File: src/rtl/rdma_sq_wrr_credit_arbiter.sv
// Weighted round-robin merge of per-region RDMA send queues into one network SQ,
// with per-region outstanding-request credits returned by vfid-routed CQ acks.
module rdma_sq_wrr_credit_arbiter #(
    parameter int N_REGIONS = 4,
    parameter int SQ_BITS   = 128,
    parameter int CQ_BITS   = 32,
    parameter int W_BITS    = 4,
    parameter int MAX_OUTST = 16,
    parameter int DROP_BITS = 16,
    localparam int VW = (N_REGIONS > 1) ? $clog2(N_REGIONS) : 1,
    localparam int CW = $clog2(MAX_OUTST + 1)
) (
    input  logic                          aclk,
    input  logic                          areset,
    input  logic [N_REGIONS*W_BITS-1:0]   cfg_weight,
    input  logic [N_REGIONS-1:0]          s_sq_valid,
    output logic [N_REGIONS-1:0]          s_sq_ready,
    input  logic [N_REGIONS*SQ_BITS-1:0]  s_sq_data,
    output logic                          m_sq_valid,
    input  logic                          m_sq_ready,
    output logic [SQ_BITS-1:0]            m_sq_data,
    output logic [VW-1:0]                 vfid_tx,
    input  logic                          s_cq_valid,
    output logic                          s_cq_ready,
    input  logic [CQ_BITS-1:0]            s_cq_data,
    input  logic [3:0]                    s_cq_vfid,
    output logic [N_REGIONS-1:0]          m_cq_valid,
    input  logic [N_REGIONS-1:0]          m_cq_ready,
    output logic [CQ_BITS-1:0]            m_cq_data,
    output logic [N_REGIONS*CW-1:0]       outst_cnt,
    output logic [DROP_BITS-1:0]          cq_drop_cnt
);

    typedef enum logic {ST_ARB, ST_HOLD} state_e;

    state_e                state_q, state_d;
    logic [VW-1:0]         rr_ptr_q, rr_ptr_d;
    logic [VW-1:0]         cur_q, cur_d;
    logic [W_BITS-1:0]     quota_q, quota_d;
    logic [CW-1:0]         outst_q [N_REGIONS];
    logic [CW-1:0]         outst_d [N_REGIONS];
    logic [DROP_BITS-1:0]  drop_q, drop_d;

    logic [N_REGIONS-1:0]  elig, sq_hs, cq_hit, cq_hs;
    logic                  any_elig, sq_fire, cq_in_range;
    logic [VW-1:0]         idx, sel, p_v;
    logic [W_BITS-1:0]     w_eff;
    int                    p;

    function automatic logic [VW-1:0] wrap_inc(input logic [VW-1:0] v);
        if (int'(v) >= N_REGIONS - 1) return '0;
        return v + VW'(1);
    endfunction

    always_comb begin
        for (int i = 0; i < N_REGIONS; i++) begin
            elig[i] = s_sq_valid[i] && (outst_q[i] < CW'(MAX_OUTST));
        end
    end
    assign any_elig = |elig;

    // Scan from the highest rotation down so the last hit is the one nearest rr_ptr.
    always_comb begin
        idx = '0;
        p   = 0;
        p_v = '0;
        for (int k = N_REGIONS - 1; k >= 0; k--) begin
            p = int'(rr_ptr_q) + k;
            if (p >= N_REGIONS) p = p - N_REGIONS;
            p_v = VW'(p);
            if (elig[p_v]) idx = p_v;
        end
    end

    // NOTE: every signal driven here gets a default first, so no path leaves it
    // unassigned and no latch is inferred.
    always_comb begin
        state_d  = state_q;
        rr_ptr_d = rr_ptr_q;
        cur_d    = cur_q;
        quota_d  = quota_q;

        sel        = (state_q == ST_HOLD) ? cur_q : idx;
        m_sq_valid = (state_q == ST_HOLD) ? elig[cur_q] : any_elig;
        vfid_tx    = sel;
        m_sq_data  = s_sq_data[int'(sel)*SQ_BITS +: SQ_BITS];
        sq_fire    = m_sq_valid && m_sq_ready;
        for (int i = 0; i < N_REGIONS; i++) begin
            s_sq_ready[i] = sq_fire && (int'(sel) == i);
        end

        w_eff = cfg_weight[int'(sel)*W_BITS +: W_BITS];
        if (w_eff == '0) w_eff = W_BITS'(1);

        unique case (state_q)
            ST_ARB: begin
                if (any_elig) begin
                    if (sq_fire && w_eff <= W_BITS'(1)) begin
                        rr_ptr_d = wrap_inc(idx);
                    end else begin
                        // Enter HOLD even when not accepted so the offer cannot move.
                        cur_d   = idx;
                        quota_d = sq_fire ? (w_eff - W_BITS'(1)) : w_eff;
                        state_d = ST_HOLD;
                    end
                end
            end
            ST_HOLD: begin
                if (!elig[cur_q]) begin
                    state_d  = ST_ARB;
                    rr_ptr_d = wrap_inc(cur_q);
                end else if (sq_fire) begin
                    quota_d = quota_q - W_BITS'(1);
                    if (quota_q <= W_BITS'(1)) begin
                        state_d  = ST_ARB;
                        rr_ptr_d = wrap_inc(cur_q);
                    end
                end
            end
            default: state_d = ST_ARB;
        endcase
    end

    always_comb begin
        cq_in_range = int'(s_cq_vfid) < N_REGIONS;
        for (int i = 0; i < N_REGIONS; i++) begin
            cq_hit[i] = (int'(s_cq_vfid) == i);
        end
        m_cq_valid = cq_hit & {N_REGIONS{s_cq_valid}};
        m_cq_data  = s_cq_data;
        s_cq_ready = cq_in_range ? |(m_cq_ready & cq_hit) : 1'b1;
        cq_hs      = m_cq_valid & m_cq_ready;
        sq_hs      = s_sq_valid & s_sq_ready;

        drop_d = drop_q;
        if (s_cq_valid && !cq_in_range && drop_q != '1) drop_d = drop_q + DROP_BITS'(1);

        for (int i = 0; i < N_REGIONS; i++) begin
            outst_d[i] = outst_q[i];
            case ({sq_hs[i], cq_hs[i]})
                2'b10:   outst_d[i] = outst_q[i] + CW'(1);
                2'b01:   if (outst_q[i] != '0) outst_d[i] = outst_q[i] - CW'(1);
                default: outst_d[i] = outst_q[i];
            endcase
            outst_cnt[i*CW +: CW] = outst_q[i];
        end
        cq_drop_cnt = drop_q;
    end

    // NOTE: sequential state uses non-blocking assignments so every register samples
    // the pre-edge values of the others.
    always_ff @(posedge aclk or posedge areset) begin
        if (areset) begin
            state_q  <= ST_ARB;
            rr_ptr_q <= '0;
            cur_q    <= '0;
            quota_q  <= '0;
            drop_q   <= '0;
            // NOTE: the credit array is a handful of counters, not a memory, so it is
            // reset like any other register.
            for (int i = 0; i < N_REGIONS; i++) outst_q[i] <= '0;
        end else begin
            state_q  <= state_d;
            rr_ptr_q <= rr_ptr_d;
            cur_q    <= cur_d;
            quota_q  <= quota_d;
            drop_q   <= drop_d;
            for (int i = 0; i < N_REGIONS; i++) outst_q[i] <= outst_d[i];
        end
    end

endmodule

File: config.mk
export PLATFORM = sky130hd
export DESIGN_NAME = rdma_sq_wrr_credit_arbiter
export DESIGN_NICKNAME = d
export VERILOG_FILES = /design/src/rtl/rdma_sq_wrr_credit_arbiter.sv
export SDC_FILE = /design/constraint.sdc
export NUM_CORES = 1
export LEC_CHECK = 0
export ABC_CLOCK_PERIOD_IN_PS = 5400
export CAP_MARGIN = 25
export CORE_AREA = 2 2 306 308
export CTS_CLUSTER_DIAMETER = 120
export DETAILED_ROUTE_END_ITERATION = 10
export DIE_AREA = 0 0 308 310
export GPL_ROUTABILITY_DRIVEN = 0
export GPL_TIMING_DRIVEN = 0
export SLEW_MARGIN = 20
export SYNTH_ARGS = -nofsm -noshare
export SYNTH_HDL_FRONTEND = slang
export SYNTH_SLANG_ARGS = --single-unit
File: constraint.sdc
create_clock -name aclk -period 5.4 [get_ports aclk]
set_input_delay 1.35 -clock aclk [delete_from_list [all_inputs] [get_ports aclk]]
set_output_delay 1.35 -clock aclk [all_outputs]
set_load 0.05 [all_outputs]
==> impl_metrics.ini, run 1 <==
[timing]
rsz0062_at_grt = yes
setup_slack_ps = 29.5
final.setup.tns_ps = 0
report.final.hold_viol_count = 0
slew_headroom = 0.469
period_minus_slack_ps = 5370
timing.final.crit_share = 0.995
skew_ps = 15.2
fmax_mhz = 186
setup-violations-final = 0
final_max_slew_viol_count = 0
worst_pin_slew_ps = 792

[global_route]
antenna_found_initial = 39
grt_start_max_net_pins = 28
grt_pass1_wl_um = 105000
grt_overflow_total = 0
grt_pass1_vias = 12065
grt_usage = 0.162

[worst_setup_path]
worst_r2r_path_depth = 16
path_cells = dlygate4sd2_1 -> and3b_2 -> or3b_4 -> a211oi_4 -> nor2_4 -> clkinv_4 -> clkbuf_4 -> clkbuf_4 -> nand2_1 -> a31oi_2 -> buf_4
crit_type = in -> out
critPathBufInv = 5
startpoint_type = primary input
cp_max_fo = 10
critical-path-slowest-cell = or3b_4
cp_num_cells = 11
crit_arrival_ps = 4020
cp_top_family = buffers and inverters
cpMostUsedCell = clkbuf_4
rr_startpoint = outst_cnt[4]$_DFFE_PP0P_
startpoint = s_sq_valid[0]
worstSetupEndpointType = primary output
worstPathRequired_ps = 4050
critPathMaxStageDelay_ps = 420

[route]
num_vias = 12666
dr.pass1.iters = 5
routed_via_density = 3.91
routedWlPerCell_um = 25.6
drtAntennaViolNets = 0
drtIter0Drc = 965
drc_errors = 0
wl_um = 83100

[place]
dp_cells = 3194
post-place-ws_ps = -2290
numPortBuffers = 750
dp_hpwl_um = 71700

[cells_and_area]
syn_to_final_growth_pct = 139
nets = 2622
final_cell_mix = clkdlybuf4s50_1 (614), nand2_1 (515), and3_1 (106)
drive_above_1_share = 0.205
final_common_cell = clkdlybuf4s50_1
final_cells = 3239
fin_util = 0.192

[yosys]
yosysTopAreaCellShare = 0.271
ys_warn_count = 0
muxShareOfSynthArea = 0.0268
synth_edf_count = 0
synth-xor-area-share = 0.0377
synthArstFlopShare = 1.00
synth_cells = 1239
synth_ff_type = dfrtp_1
syn-num-nets = 1836
netlist-cell-type-count = 72
synth_top_family_by_area = simple AND/OR/NAND/NOR gates
synth_area_um2 = 7430
yosys.area_share.simple = 0.462
synth_compound_area_frac = 0.183
ys_seq_area_frac = 0.151
ys_ff_latch = 45
syn_area_per_cell_um2 = 6.00
yosys.area.top_type = nand2_1
netlist_top_cells_area = nand2_1 (27%), dfrtp_1 (15%), a31oi_1 (12%), and3_1 (11%), clkbuf_1 (3.5%)
synthAdderAreaFrac = 0.0394

[clock_network]
cts_buffer_depth = 2
clkSinkCount = 45
cts_tree = built
numCtsBuffers = 5
clkLatencyLatePin_ps = 300
clk_pin_slew_ps = 70
htreeDepth = 2
root_buffer = clkbuf_16

[hold_path]
min_from = cq_drop_cnt[7]$_DFFE_PP0P_
hold_path.class = reg -> reg
hold_depth = 1

[floorplanning]
die_h_um = 310
coreArea_um2 = 92500
num_rows = 112
start_util = 0.0804
dieArea_um2 = 95500
die_w_um = 308
ios = 784

[outcome]
outcome = completed

[job]
drv_cap = 0
-- cells by family after synthesis --
logic type	Yosys count
DFF	45
adders and majority gates	21
xor gates and xnor gates	32
AOI/OAI and AO/OA	205
buffers and inverters	150
muxes	17
and+or+nand+nor	769
-- sequential cells by signal, indices dropped and copies added (netlist names) --
name         count
cur_q            2
rr_ptr_q         2
quota_q          4
outst_cnt       20
state_q          1
cq_drop_cnt     16
-- routing by layer --
metal  vias up  share of wire  GRT usage
met4        16          0.014     0.0214
li1       5812              -          -
met1      5953           0.44      0.219
met2       793           0.44      0.249
met3        92           0.11     0.0600
met5         -         0.0013          0
-- cell usage after synthesis, types with 2 or more instances --
| master | instances |
|---|---|
| nor4b_1 | 2 |
| or4_1 | 3 |
| nand3_1 | 13 |
| a211o_1 | 2 |
| a31oi_1 | 137 |
| mux2i_1 | 6 |
| inv_1 | 25 |
| a22oi_1 | 2 |
| nor3_2 | 3 |
| nand2b_1 | 5 |
| nand2_1 | 536 |
| a21oi_1 | 16 |
| clkbuf_8 | 3 |
| and2b_2 | 2 |
| clkbuf_1 | 70 |
| a21o_1 | 7 |
| and3_1 | 131 |
| nor2b_1 | 3 |
| xor2_1 | 7 |
| or3_1 | 2 |
| o21ai_2 | 2 |
| nor3b_1 | 2 |
| buf_4 | 32 |
| and4_1 | 3 |
| o21ai_0 | 18 |
| nand4_1 | 5 |
| a32oi_2 | 2 |
| nor4_1 | 4 |
| mux2_2 | 8 |
| ha_1 | 17 |
| nor2b_2 | 2 |
| or2_1 | 2 |
| nor2_1 | 23 |
| o21bai_1 | 2 |
| buf_1 | 6 |
| nor3_1 | 12 |
| fa_1 | 4 |
| xnor2_1 | 25 |
| and2_1 | 5 |
| dfrtp_1 | 45 |
| buf_2 | 11 |
| and2_2 | 3 |
| nor2_2 | 2 |
-- repair_timing --
| action | CTS | global route |
|---|---|---|
| gates cloned | 5 | 1 |
| resized for setup | 1016 | 191 |
| endpoints found under the setup margin | 134 | 122 |
| pin swaps | 7 | 3 |
| buffers inserted | 14 | 2 |
| hold endpoints to repair | 0 | 0 |
| hold buffers | 0 | 0 |
-- final cells by class --
class / instances / area (um2)
Clock buffer: 5 / 125
Sequential cell: 45 / 1130
Tap cell: 1197 / 1500
Buffer: 124 / 1060
Antenna cell: 16 / 40.0
Multi-Input combinational cell: 1044 / 6150
Timing Repair Buffer: 779 / 7620
Inverter: 26 / 103
Clock inverter: 3 / 68.8
Fill cell: 10527 / 74700
-- through the flow --
step	hold WS (ps)	area [um2]
2_1_floorplan	472	7490
3_5_place_dp	484	16600
4_1_cts	494	17400
3_3_place_gp	479	16500
6_report	488	17800
5_1_grt	517	17800
-- worst paths after layout --
check / slack (ps) / end
setup reg to reg: 1500 / outst_cnt[19]$_DFFE_PP0P_
setup / recovery: 30 / m_sq_data[90]
hold reg to reg: 490 / cq_drop_cnt[7]$_DFFE_PP0P_
max in group asynchronous: 3510 / quota_q[0]$_DFFE_PP0P_
min in group asynchronous: 1360 / outst_cnt[6]$_DFFE_PP0P_
hold / removal: 490 / cq_drop_cnt[7]$_DFFE_PP0P_
Power of run 1 is left out: the tool's default activity adds up to more than one toggle a clock period on the data nets, which glitch-free logic cannot reach.
==> run 2: changes to the inputs <==
--- a/config.mk
+++ b/config.mk
@@ -13,7 +13,8 @@
 export DIE_AREA = 0 0 308 310
 export GPL_ROUTABILITY_DRIVEN = 0
 export GPL_TIMING_DRIVEN = 0
-export SLEW_MARGIN = 20
+export REMOVE_ABC_BUFFERS = 1
+export SLEW_MARGIN = 5
 export SYNTH_ARGS = -nofsm -noshare
 export SYNTH_HDL_FRONTEND = slang
 export SYNTH_SLANG_ARGS = --single-unit
==> run 2 against run 1 <==
Effect of this change: global-route usage fell by 2.1 points; maximum frequency increased by 0.92%; count of clock-buffer cells in the layout rose by 1; setup slack gained 49 ps; critical endpoint is now m_sq_data[127]; design area down 1.1%; non-clock buffer count is 94 lower; cell count fell by 2.7%; first-iteration DRC count is 9.7% lower; flip-flop and latch count did not move; sequential share of layout area up 0.070 points; die area unchanged; largest cell class unchanged; via count decreased by 2.8%.
==> impl_metrics.ini, run 2 (synthesized netlist as in run 1, its figures left out) <==
[job]
drv_cap = 0

[cells_and_area]
postLayoutCellArea_um2 = 17600
syn_to_final_growth_pct = 137
largest_register_ffs = 20
final_cell_mix = clkdlybuf4s50_1 (584), nand2_1 (525), and3_1 (127)
final_cells = 3152
drive_above_1_share = 0.160
nets = 2535
final_common_cell = clkdlybuf4s50_1

[timing]
timing.final.crit_share = 0.985
slew_headroom = 0.390
setup_slack_ps = 78.4
worst_pin_slew_ps = 912
setup-violations-final = 0
skew_ps = 11.2
final_max_slew_viol_count = 0
fmax_mhz = 188
period_minus_slack_ps = 5320
report.final.hold_viol_count = 0
rsz0062_at_grt = no

[route]
routed_via_density = 3.91
dr.pass1.iters = 5
routedWlPerCell_um = 23.3
wl_um = 73300
num_vias = 12316
drc_errors = 0
drtIter0Drc = 871
drtAntennaViolNets = 0

[place]
dp_hpwl_um = 50400
post-place-ws_ps = -2530
place_area_um2 = 15900
numPortBuffers = 719
dp_cells = 3047

[floorplanning]
ios = 784
num_rows = 112
start_util = 0.0804
dieArea_um2 = 95500
die_h_um = 310
die_w_um = 308
coreArea_um2 = 92500

[global_route]
grt_overflow_total = 0
grt_pass1_wl_um = 93400
grt_usage = 0.141
grt_pass1_vias = 11924
antenna_found_initial = 44
grt_start_max_net_pins = 36

[outcome]
outcome = completed

[clock_network]
holdBufCountCts = 0
htreeDepth = 2
numCtsBuffers = 5
clk_pin_slew_ps = 70
cts_tree = built
root_buffer = clkbuf_16
clkSinkCount = 45
cts_buffer_depth = 2
clkLatencyLatePin_ps = 300

[worst_setup_path]
worstPathRequired_ps = 4050
critical-path-slowest-cell = clkdlybuf4s50_1
path_cells = clkdlybuf4s50_1 -> and2b_4 -> o21bai_1 -> a41oi_4 -> buf_16 -> buf_16 -> buf_16 -> buf_16 -> and3_1 -> a31oi_1 -> buf_4
crit_type = in -> out
critPathBufInv = 6
crit_arrival_ps = 3970
r2r_slack_ps = 1360
worstSetupEndpointType = primary output
cpMostUsedCell = buf_16
cp_top_family = buffers and inverters
worst_r2r_path_depth = 17
cp_max_fo = 34
critPathMaxStageDelay_ps = 450
rr_startpoint = outst_cnt[4]$_DFFE_PP0P_
timing.rr.end = outst_cnt[14]$_DFFE_PP0P_
startpoint_type = primary input

[hold_path]
min_from = cq_drop_cnt[14]$_DFFE_PP0P_
hold_path.class = reg -> reg
min_to = cq_drop_cnt[14]$_DFFE_PP0P_
hold_depth = 1
## run 2: repair_timing
action | in CTS | in global routing
resized for setup | 862 | 66
setup endpoints to repair | 136 | 111
buffers inserted | 44 | 4
pin swaps | 7 | 4
cloned | 29 | 4
## run 2: layout make-up
type	instances	area (um2)
antenna	16	40.0
clock buffer	6	139
clock inverter	2	17.5
fill	10386	74900
inverter	26	140
multi-input combinational	1044	5870
sequential	45	1130
tap	1197	1500
timing repair buffer	809	8660
timing repair inverter	7	114
## run 2: metrics by stage
stage	TNS (ps)	hold slack, ps	utilization
2_1_floorplan	-1177550	472	-
3_3_place_gp	-2801170	483	0.167
3_5_place_dp	-269450	484	0.172
4_1_cts	0	497	0.187
5_1_grt	0	523	0.190
6_report	0	494	0.190
## run 2: worst max-delay path by stage
stage	cells past startpoint	endpoint	slack, ps	start
floorplan	6	s_sq_ready[0]	-9100	s_sq_valid[2]
global placement	10	m_sq_data[111]	-19650	s_sq_valid[2]
detailed placement	11	m_sq_data[75]	-2530	s_sq_valid[2]
CTS	14	m_sq_data[14]	0.6	s_sq_valid[2]
global route	12	m_sq_data[49]	20	s_sq_valid[0]
finish	11	m_sq_data[127]	80	s_sq_valid[3]
## run 2: metal layers
metal | vias to the layer above | global-route usage | share of wire
met1 | 5763 | 0.174 | 0.42
met4 | 24 | 0.0552 | 0.036
met5 | - | 0.00101 | 0.0018
met2 | 741 | 0.215 | 0.43
li1 | 5648 | - | -
met3 | 140 | 0.0608 | 0.11
## run 2: worst register-to-register path, stage by stage, from the launching register on
cell	delay, ps
dfrtp_1	530
and3b_1	250
or3b_4	420
a211oi_4	290
nor2_4	90
buf_12	150
buf_12	140
bufbuf_16	300
nor3_4	350
nand2b_1	200
inv_1	90
ha_1	320
nor2b_1	140
o21ai_0	150
nand2b_1	100
nor3_1	180
a31oi_1	70
xnor2_1	140
Power of run 2 is left out for the same reason.
==> run 3: changes to the inputs <==
--- a/config.mk
+++ b/config.mk
@@ -8,7 +8,7 @@
 export ABC_CLOCK_PERIOD_IN_PS = 5400
 export CAP_MARGIN = 25
 export CORE_AREA = 2 2 306 308
-export CTS_CLUSTER_DIAMETER = 120
+export CTS_CLUSTER_SIZE = 14
 export DETAILED_ROUTE_END_ITERATION = 10
 export DIE_AREA = 0 0 308 310
 export GPL_ROUTABILITY_DRIVEN = 0
==> results of run 3 <==
Final layout, timing and power as in run 2 (identical DEF).
Power of run 3 is left out for the same reason.
